--- config.mk ---
export PLATFORM = sky130hd
export DESIGN_NAME = key_debounce_multi
export DESIGN_NICKNAME = d
export VERILOG_FILES = /design/src/rtl/key_debounce_pkg.sv /design/src/rtl/key_debounce_channel.sv /design/src/rtl/key_debounce_multi.sv
export SDC_FILE = /design/constraint.sdc
export NUM_CORES = 1
export LEC_CHECK = 0
export CAP_MARGIN = 5
export CORE_MARGIN = 5
export CORE_UTILIZATION = 25
export DETAILED_ROUTE_END_ITERATION = 16
export GPL_TIMING_DRIVEN = 0
export HOLD_SLACK_MARGIN = 0.15
export MAX_ROUTING_LAYER = met4
export SLEW_MARGIN = 15
export SYNTH_ARGS = -nofsm -noshare
export SYNTH_HDL_FRONTEND = slang
export SYNTH_SLANG_ARGS = --single-unit
--- constraint.sdc ---
create_clock -name clk -period 2.7 [get_ports clk]
set_input_delay 0.675 -clock clk [delete_from_list [all_inputs] [get_ports clk]]
set_output_delay 0.675 -clock clk [all_outputs]
set_load 0.02 [all_outputs]
--- src/rtl/key_debounce_pkg.sv ---
// Shared constants for the key conditioner: board clock, debounce window,
// and the helper that turns them into a stability count.
package key_debounce_pkg;

  localparam int CLK_HZ      = 50_000_000;
  localparam int DEBOUNCE_MS = 1;

  // Number of clk samples spanning the debounce window.
  function automatic int calc_stable_cycles(input int clk_hz, input int ms);
    return (clk_hz / 1000) * ms;
  endfunction

endpackage

--- src/rtl/key_debounce_channel.sv ---
// One key lane: synchroniser, stability counter, level register, edge pulses.
module key_debounce_channel #(
  parameter int SYNC_STAGES   = 2,
  parameter int STABLE_CYCLES = 4,
  parameter int ACTIVE_LOW    = 0,
  parameter int CNT_W         = 2
) (
  input  logic clk,
  input  logic rst,
  input  logic key,
  output logic key_debounced,
  output logic key_pressed,
  output logic key_released
);

  localparam logic             IDLE    = (ACTIVE_LOW != 0);
  localparam logic [CNT_W-1:0] CNT_MAX = CNT_W'(STABLE_CYCLES - 1);

  logic [SYNC_STAGES-1:0] sync_q;
  logic [CNT_W-1:0]       cnt_q, cnt_d;
  logic                   deb_q, deb_d;
  logic                   pr_q, pr_d;
  logic                   rl_q, rl_d;
  logic                   s;

  // Synchroniser chain; resets to the idle raw level so reset never looks like a press.
  always_ff @(posedge clk) begin
    if (rst) sync_q <= {SYNC_STAGES{IDLE}};
    else     sync_q <= {sync_q[SYNC_STAGES-2:0], key};
  end

  // Polarity-normalised synchronised sample, 1 = pressed.
  assign s = sync_q[SYNC_STAGES-1] ^ IDLE;

  // Next state: count while the sample disagrees, accept on the last count.
  always_comb begin
    cnt_d = '0;
    deb_d = deb_q;
    pr_d  = 1'b0;
    rl_d  = 1'b0;
    if (s != deb_q) begin
      if (cnt_q == CNT_MAX) begin
        deb_d = s;
        pr_d  = s;
        rl_d  = ~s;
      end else begin
        cnt_d = cnt_q + 1'b1;
      end
    end
  end

  // State registers; reset drops any partial count and all outputs.
  always_ff @(posedge clk) begin
    if (rst) begin
      cnt_q <= '0;
      deb_q <= 1'b0;
      pr_q  <= 1'b0;
      rl_q  <= 1'b0;
    end else begin
      cnt_q <= cnt_d;
      deb_q <= deb_d;
      pr_q  <= pr_d;
      rl_q  <= rl_d;
    end
  end

  assign key_debounced = deb_q;
  assign key_pressed   = pr_q;
  assign key_released  = rl_q;

endmodule

--- src/rtl/key_debounce_multi.sv ---
// Multi-channel push-button conditioner; one independent lane per key.
module key_debounce_multi
  import key_debounce_pkg::*;
#(
  parameter int CHANNELS      = 4,
  parameter int SYNC_STAGES   = 2,
  parameter int STABLE_CYCLES = calc_stable_cycles(CLK_HZ, DEBOUNCE_MS),
  parameter int ACTIVE_LOW    = 0
) (
  input  logic                clk,
  input  logic                rst,
  input  logic [CHANNELS-1:0] key,
  output logic [CHANNELS-1:0] key_debounced,
  output logic [CHANNELS-1:0] key_pressed,
  output logic [CHANNELS-1:0] key_released
);

  // Counter only has to reach STABLE_CYCLES-1; keep at least one bit.
  localparam int CNT_W = (STABLE_CYCLES > 1) ? $clog2(STABLE_CYCLES) : 1;

  generate
    if (CHANNELS < 1)                       begin : g_bad_ch  $error("CHANNELS must be >= 1");      end
    if (SYNC_STAGES < 2)                    begin : g_bad_syn $error("SYNC_STAGES must be >= 2");   end
    if (STABLE_CYCLES < 1)                  begin : g_bad_stb $error("STABLE_CYCLES must be >= 1"); end
    if (ACTIVE_LOW != 0 && ACTIVE_LOW != 1) begin : g_bad_al  $error("ACTIVE_LOW must be 0 or 1"); end
  endgenerate

  for (genvar i = 0; i < CHANNELS; i++) begin : g_ch
    key_debounce_channel #(
      .SYNC_STAGES   (SYNC_STAGES),
      .STABLE_CYCLES (STABLE_CYCLES),
      .ACTIVE_LOW    (ACTIVE_LOW),
      .CNT_W         (CNT_W)
    ) u_ch (
      .clk           (clk),
      .rst           (rst),
      .key           (key[i]),
      .key_debounced (key_debounced[i]),
      .key_pressed   (key_pressed[i]),
      .key_released  (key_released[i])
    );
  end

endmodule
== Yosys cells after proc, flatten, opt, wreduce, memory -nomap -nowiden ==
Cells that the tools add are included.

* Bits in registers: 84
* Bits of input ports: 6
* Output and inout port bits: 12
* Logic and storage cells: 56

* Add/subtract/negate cells: 4
* Eq/ne operators: 8
* Bitwise gates (word level): 12
* Reductions and logical operators: 12

{| class="wikitable"
|+ Operator list
! operator !! number
|-
| $add A16 B1 Y16 const B || 4
|-
| $eq A16 B16 Y1 const B || 4
|-
| $reduce_or A3 Y1 || 8
|-
| $not A1 Y1 || 12
|-
| $reduce_and A2 Y1 || 4
|-
| $ne A1 B1 Y1 || 4
|}

== Longest topological paths before layout ==
* Word-level depth: 3
* Gate-level depth with buffers: 7
* Mapped depth without buffers: 5

== By module ==
Synthesis repeated with hierarchy kept, for this count alone.

* Cells, all modules: 368
* Area, all modules: 3568.4 um^2

{| class="wikitable"
|+ By module, submodules not included
! module !! instances !! cells each !! area each (um^2) !! sequential area each (um^2)
|-
| key_debounce_channel || 4 || 92 || 892.1 || 420.4
|}

== Worst setup path after synthesis ==
OpenSTA, ideal clock, no wires.

* Path type: register to register
* Start: reg g_ch[0].u_ch.cnt_q[0]
* End: reg g_ch[0].u_ch.cnt_q[4]
* Setup time: 0.115 ns
* Arrival time: 1.728 ns
* Data required time: 2.585 ns
* Setup slack: 0.857 ns
* Stages on the path, launching flop included: 7
* Buffers on the path: 1
* Period minus slack after synthesis: 1.843 ns
* Path through: dfxtp_1 ha_1 nand3_1 or4_4 o21ai_2 buf_4 nor2_1

* Cells in the longest elaborated chain, start to end: 2
* Elaborated cells between the ends (all ways): 3
* Classes of those cells: add/sub: 1; eq/ne: 1; reduce/logical: 1

{| class="wikitable"
|+ Ends and longest elaborated chain
! element !! RTL line !! text
|-
| from (decl) || key_debounce_channel.sv:20 || <nowiki>logic [CNT_W-1:0] cnt_q, cnt_d;</nowiki>
|-
| from (signal assigned) || key_debounce_channel.sv:60 || <nowiki>cnt_q <= cnt_d;</nowiki>
|-
| parallel branches: the longest is 2 deep, another holds $add A16 B1 Y16 || -- ||
|}

Several ways; the timed one is not identified.
A chain may end at the register's enable or synchronous reset.

== Worst setup path in the final report ==
* Start: reg g_ch[3].u_ch.cnt_q[0]
* End: reg g_ch[3].u_ch.cnt_q[7]

* Cells in the longest elaborated chain, start to end: 2
* Elaborated cells between the ends (all ways): 3
* Classes of those cells: add/sub: 1; eq/ne: 1; reduce/logical: 1

{| class="wikitable"
|+ Ends and longest elaborated chain
! element !! RTL line
|-
| from (decl) || key_debounce_channel.sv:20
|-
| from (signal assigned) || key_debounce_channel.sv:60
|-
| parallel branches: the longest is 2 deep, another holds $add A16 B1 Y16 || --
|}

Several ways; the timed one is not identified.

==> flow_metrics.py <==
metrics = {
    "routing": {
        "drt_iter0_markers": 73,
        "dr.pass1.iters": 4,
        "wl_mm": 6.58,
        "ant_nets": 0,
        "via_per_inst": 4.36,
        "wl_per_cell_um": 10.9,
        "vias": 2643,
        "drc": 0,
    },
    "run_status": {
        "outcome": "finished clean",
    },
    "worst_setup_path": {
        "reg2reg_from": "g_ch[3].u_ch.cnt_q[0]$_SDFF_PP0_",
        "slowest_delay_ns": 0.38,
        "r2r_slack_ns": 0.48,
        "path_delay_family": "simple AND/OR/NAND/NOR gates",
        "crit_type": "reg -> reg",
        "slowest_stage": "dfxtp_1",
        "reg2reg_to": "g_ch[3].u_ch.cnt_q[7]$_SDFF_PP0_",
        "path_cells": "ha_1 > and3_1 > clkbuf_1 > nand4_1 > nand2_1 > clkbuf_1 > nor2_1",
        "end_kind": "register",
        "r2r_cells": 7,
        "critPathMostFrequentCell": "clkbuf_1",
        "crit_required_ns": 2.90,
        "worst-path-max-fanout": 10,
        "worstPathArrival_ns": 2.42,
        "startpoint_type": "register",
        "worst-path-buf-inv": 2,
    },
    "clock_network": {
        "cts_made_buffers": 9,
        "insertion_delay_ns": 0.33,
        "htreeDepth": 3,
        "root_buffer": "clkbuf_16",
        "cts_max_path_buffers": 2,
        "path_clk_slew_ns": 0.06,
        "cts.sinks": 84,
        "cts-hold-fix-buffers": 0,
        "cts_tree": "built",
        "cts_setup_buffers": 0,
        "post_cts_resized": 0,
    },
    "synth": {
        "synth_nets": 403,
        "synth_seq_cells": 84,
        "yosys_warnings": 0,
        "synth_area_sq_mm": 0.00359,
        "ys_types": 40,
        "synth-seq-area-share_pct": 46.8,
        "syn_area_per_cell_sq_um": 9.14,
        "synthCells": 393,
    },
    "pwr": {
        "fin_total_pwr_uw": 2700,
        "powerDensity_mw_per_mm2": 624,
        "p_leak_uw": 0.00132,
        "vdd_drop_max_mv": 0.293,
    },
    "sta": {
        "fmax_mhz": 451,
        "slew_headroom_pct": 62.9,
        "skew_ns": 0.00350,
        "final_max_slew_viol_count": 0,
        "hold_viol": 0,
        "rsz0062_at_grt": "no",
        "min_period_over_period_pct": 82.1,
        "setup_viol": 0,
        "worst_pin_slew_ns": 0.556,
        "min_period_ns": 2.22,
        "setup-tns-final_ns": 0,
    },
    "placement": {
        "placed_cell_area_sq_mm": 0.00399,
        "portBuffers": 17,
        "hpwlAfterDp_mm": 4.70,
        "gp_congestion": 0.809,
    },
    "layout": {
        "final_common_cell": "dfxtp_1",
        "finalNetCount": 431,
        "most-common-layout-cells": "dfxtp_1 (84), nor2_1 (74), xnor2_1 (46), nand3_1 (22)",
        "final_cell_area_sq_mm": 0.00434,
        "ff_latch_area_sq_mm": 0.00168,
        "multi_input_area_sq_mm": 0.00171,
        "n_antenna_cell": 0,
        "n_fill_cell": 1470,
        "area_growth_syn_to_layout_pct": 20.7,
        "drive_above_1_share_pct": 9.15,
    },
    "hold_path": {
        "hold_depth": 1,
        "holdPathEnd": "g_ch[0].u_ch.sync_q[1]$_SDFF_PP0_",
        "hold_path_class": "reg -> reg",
        "hp-start": "g_ch[0].u_ch.sync_q[0]$_SDFF_PP0_",
    },
    "floorplan": {
        "die-area_sq_mm": 0.0169,
        "die_h_um": 130,
        "io_pins": 18,
        "die_w_um": 130,
        "num_rows": 43,
        "core_area_sq_mm": 0.0140,
        "initial_core_util_pct": 25.7,
    },
    "global_route": {
        "grt_max_degree": 15,
        "grt-ovfl-total": 0,
        "antenna_found_initial": 0,
        "first_global_vias": 2638,
        "grtUsageTotal_pct": 8.59,
        "grt_pass1_wl_mm": 11.7,
    },
    "job": {
        "cap_violations": 0,
    },
}
-- layer usage --
metal | part of all wire, % | vias to the layer above | GRT usage (%)
li1 | - | 1382 | -
met1 | 51 | 1217 | 10.8
met2 | 44 | 38 | 13.2
met3 | 3.1 | 6 | 2.42
met4 | 1.4 | 0 | 3.24
met5 | 0 | - | -
-- state kept, by name (all words and copies together), names as in the netlist --
| name | count |
|---|---|
| g_ch.u_ch.key_pressed | 4 |
| g_ch.u_ch.key_debounced | 4 |
| g_ch.u_ch.key_released | 4 |
| g_ch.u_ch.cnt_q | 64 |
| g_ch.u_ch.sync_q | 8 |
-- stage by stage --
stage / hold WS (ns) / setup WS [ns] / std cells / utilization, %
2_1_floorplan: 0.414 / 0.857 / 393 / -
3_3_place_gp: 0.419 / 0.263 / 590 / 28.5
3_5_place_dp: 0.428 / 0.261 / 590 / 28.5
4_1_cts: 0.443 / 0.473 / 606 / 31.0
5_1_grt: 0.458 / 0.317 / 606 / 31.0
6_report: 0.436 / 0.483 / 606 / 31.0
-- report_power, final --
group          internal, uW  switching, uW
registers              1250           5.59
clock network           933            484
logic                  16.1           19.7
-- cell usage after synthesis --
cell	number	area (sq um)
o21ai_2	1	8.76
nor4b_2	1	15.0
nor3b_1	1	7.51
nor3_1	16	80.1
nand2_4	1	11.3
or4b_2	1	10.0
buf_8	1	15.0
nand2b_1	6	37.5
nand4_1	17	106
or3_1	1	6.26
inv_1	13	48.8
buf_6	1	11.3
o31ai_1	1	7.51
nor2_1	74	278
nor2b_1	9	56.3
and3_2	1	7.51
nand4b_1	2	17.5
or2_2	1	6.26
xor2_1	11	96.3
buf_4	13	97.6
ha_1	4	50.1
and4_1	1	8.76
nand3_1	22	110
and3_1	5	31.3
nor4b_4	1	23.8
mux2i_1	3	30.0
xnor2_1	46	403
or4bb_1	1	11.3
or4_1	3	22.5
nor4b_1	3	26.3
o21ai_0	3	15.0
a21oi_1	3	15.0
nand2_1	13	48.8
nor4bb_1	4	40.0
dfxtp_1	84	1680
and2_1	1	6.26
nor4_1	16	100
or4_4	1	11.3
or2_4	1	8.76
clkbuf_1	6	22.5
-- worst max path at each step --
stage / cells past startpoint / startpoint / endpoint / slack, ns
3_3_place_gp: 5 / rst / g_ch[1].u_ch.cnt_q[12]$_SDFF_PP0_ / 0.26
6_report: 7 / g_ch[3].u_ch.cnt_q[0]$_SDFF_PP0_ / g_ch[3].u_ch.cnt_q[7]$_SDFF_PP0_ / 0.48
4_1_cts: 2 / g_ch[2].u_ch.key_debounced$_SDFFE_PP0P_ / key_debounced[2] / 0.47
2_1_floorplan: 6 / g_ch[0].u_ch.cnt_q[0]$_SDFF_PP0_ / g_ch[0].u_ch.cnt_q[4]$_SDFF_PP0_ / 0.86
3_5_place_dp: 5 / rst / g_ch[1].u_ch.cnt_q[14]$_SDFF_PP0_ / 0.26
5_1_grt: 7 / g_ch[3].u_ch.cnt_q[0]$_SDFF_PP0_ / g_ch[3].u_ch.cnt_q[6]$_SDFF_PP0_ / 0.32
-- final cells by class --
| class | instances | share of cell area (%) |
|---|---|---|
| Timing Repair Buffer | 17 | 3.92 |
| Sequential cell | 84 | 38.8 |
| Inverter | 13 | 1.13 |
| Tap cell | 180 | 5.19 |
| Clock inverter | 5 | 2.45 |
| Buffer | 21 | 3.38 |
| Multi-Input combinational cell | 275 | 39.5 |
| Clock buffer | 11 | 5.60 |
-- kinds of logic (layout without fill, tap and decap cells) --
logic type      Yosys count  after routing  share of synthesized area, %
flops                    84             84                          46.8
fa+ha+maj                 4              4                          1.39
simple gates            203            203                          30.3
mux                       3              3                         0.836
compound gates            8              8                          1.29
buf+inv                  34             67                          5.44
xor+xnor                 57             57                          13.9
No activity file was read; power rests on OpenSTA's default activity.
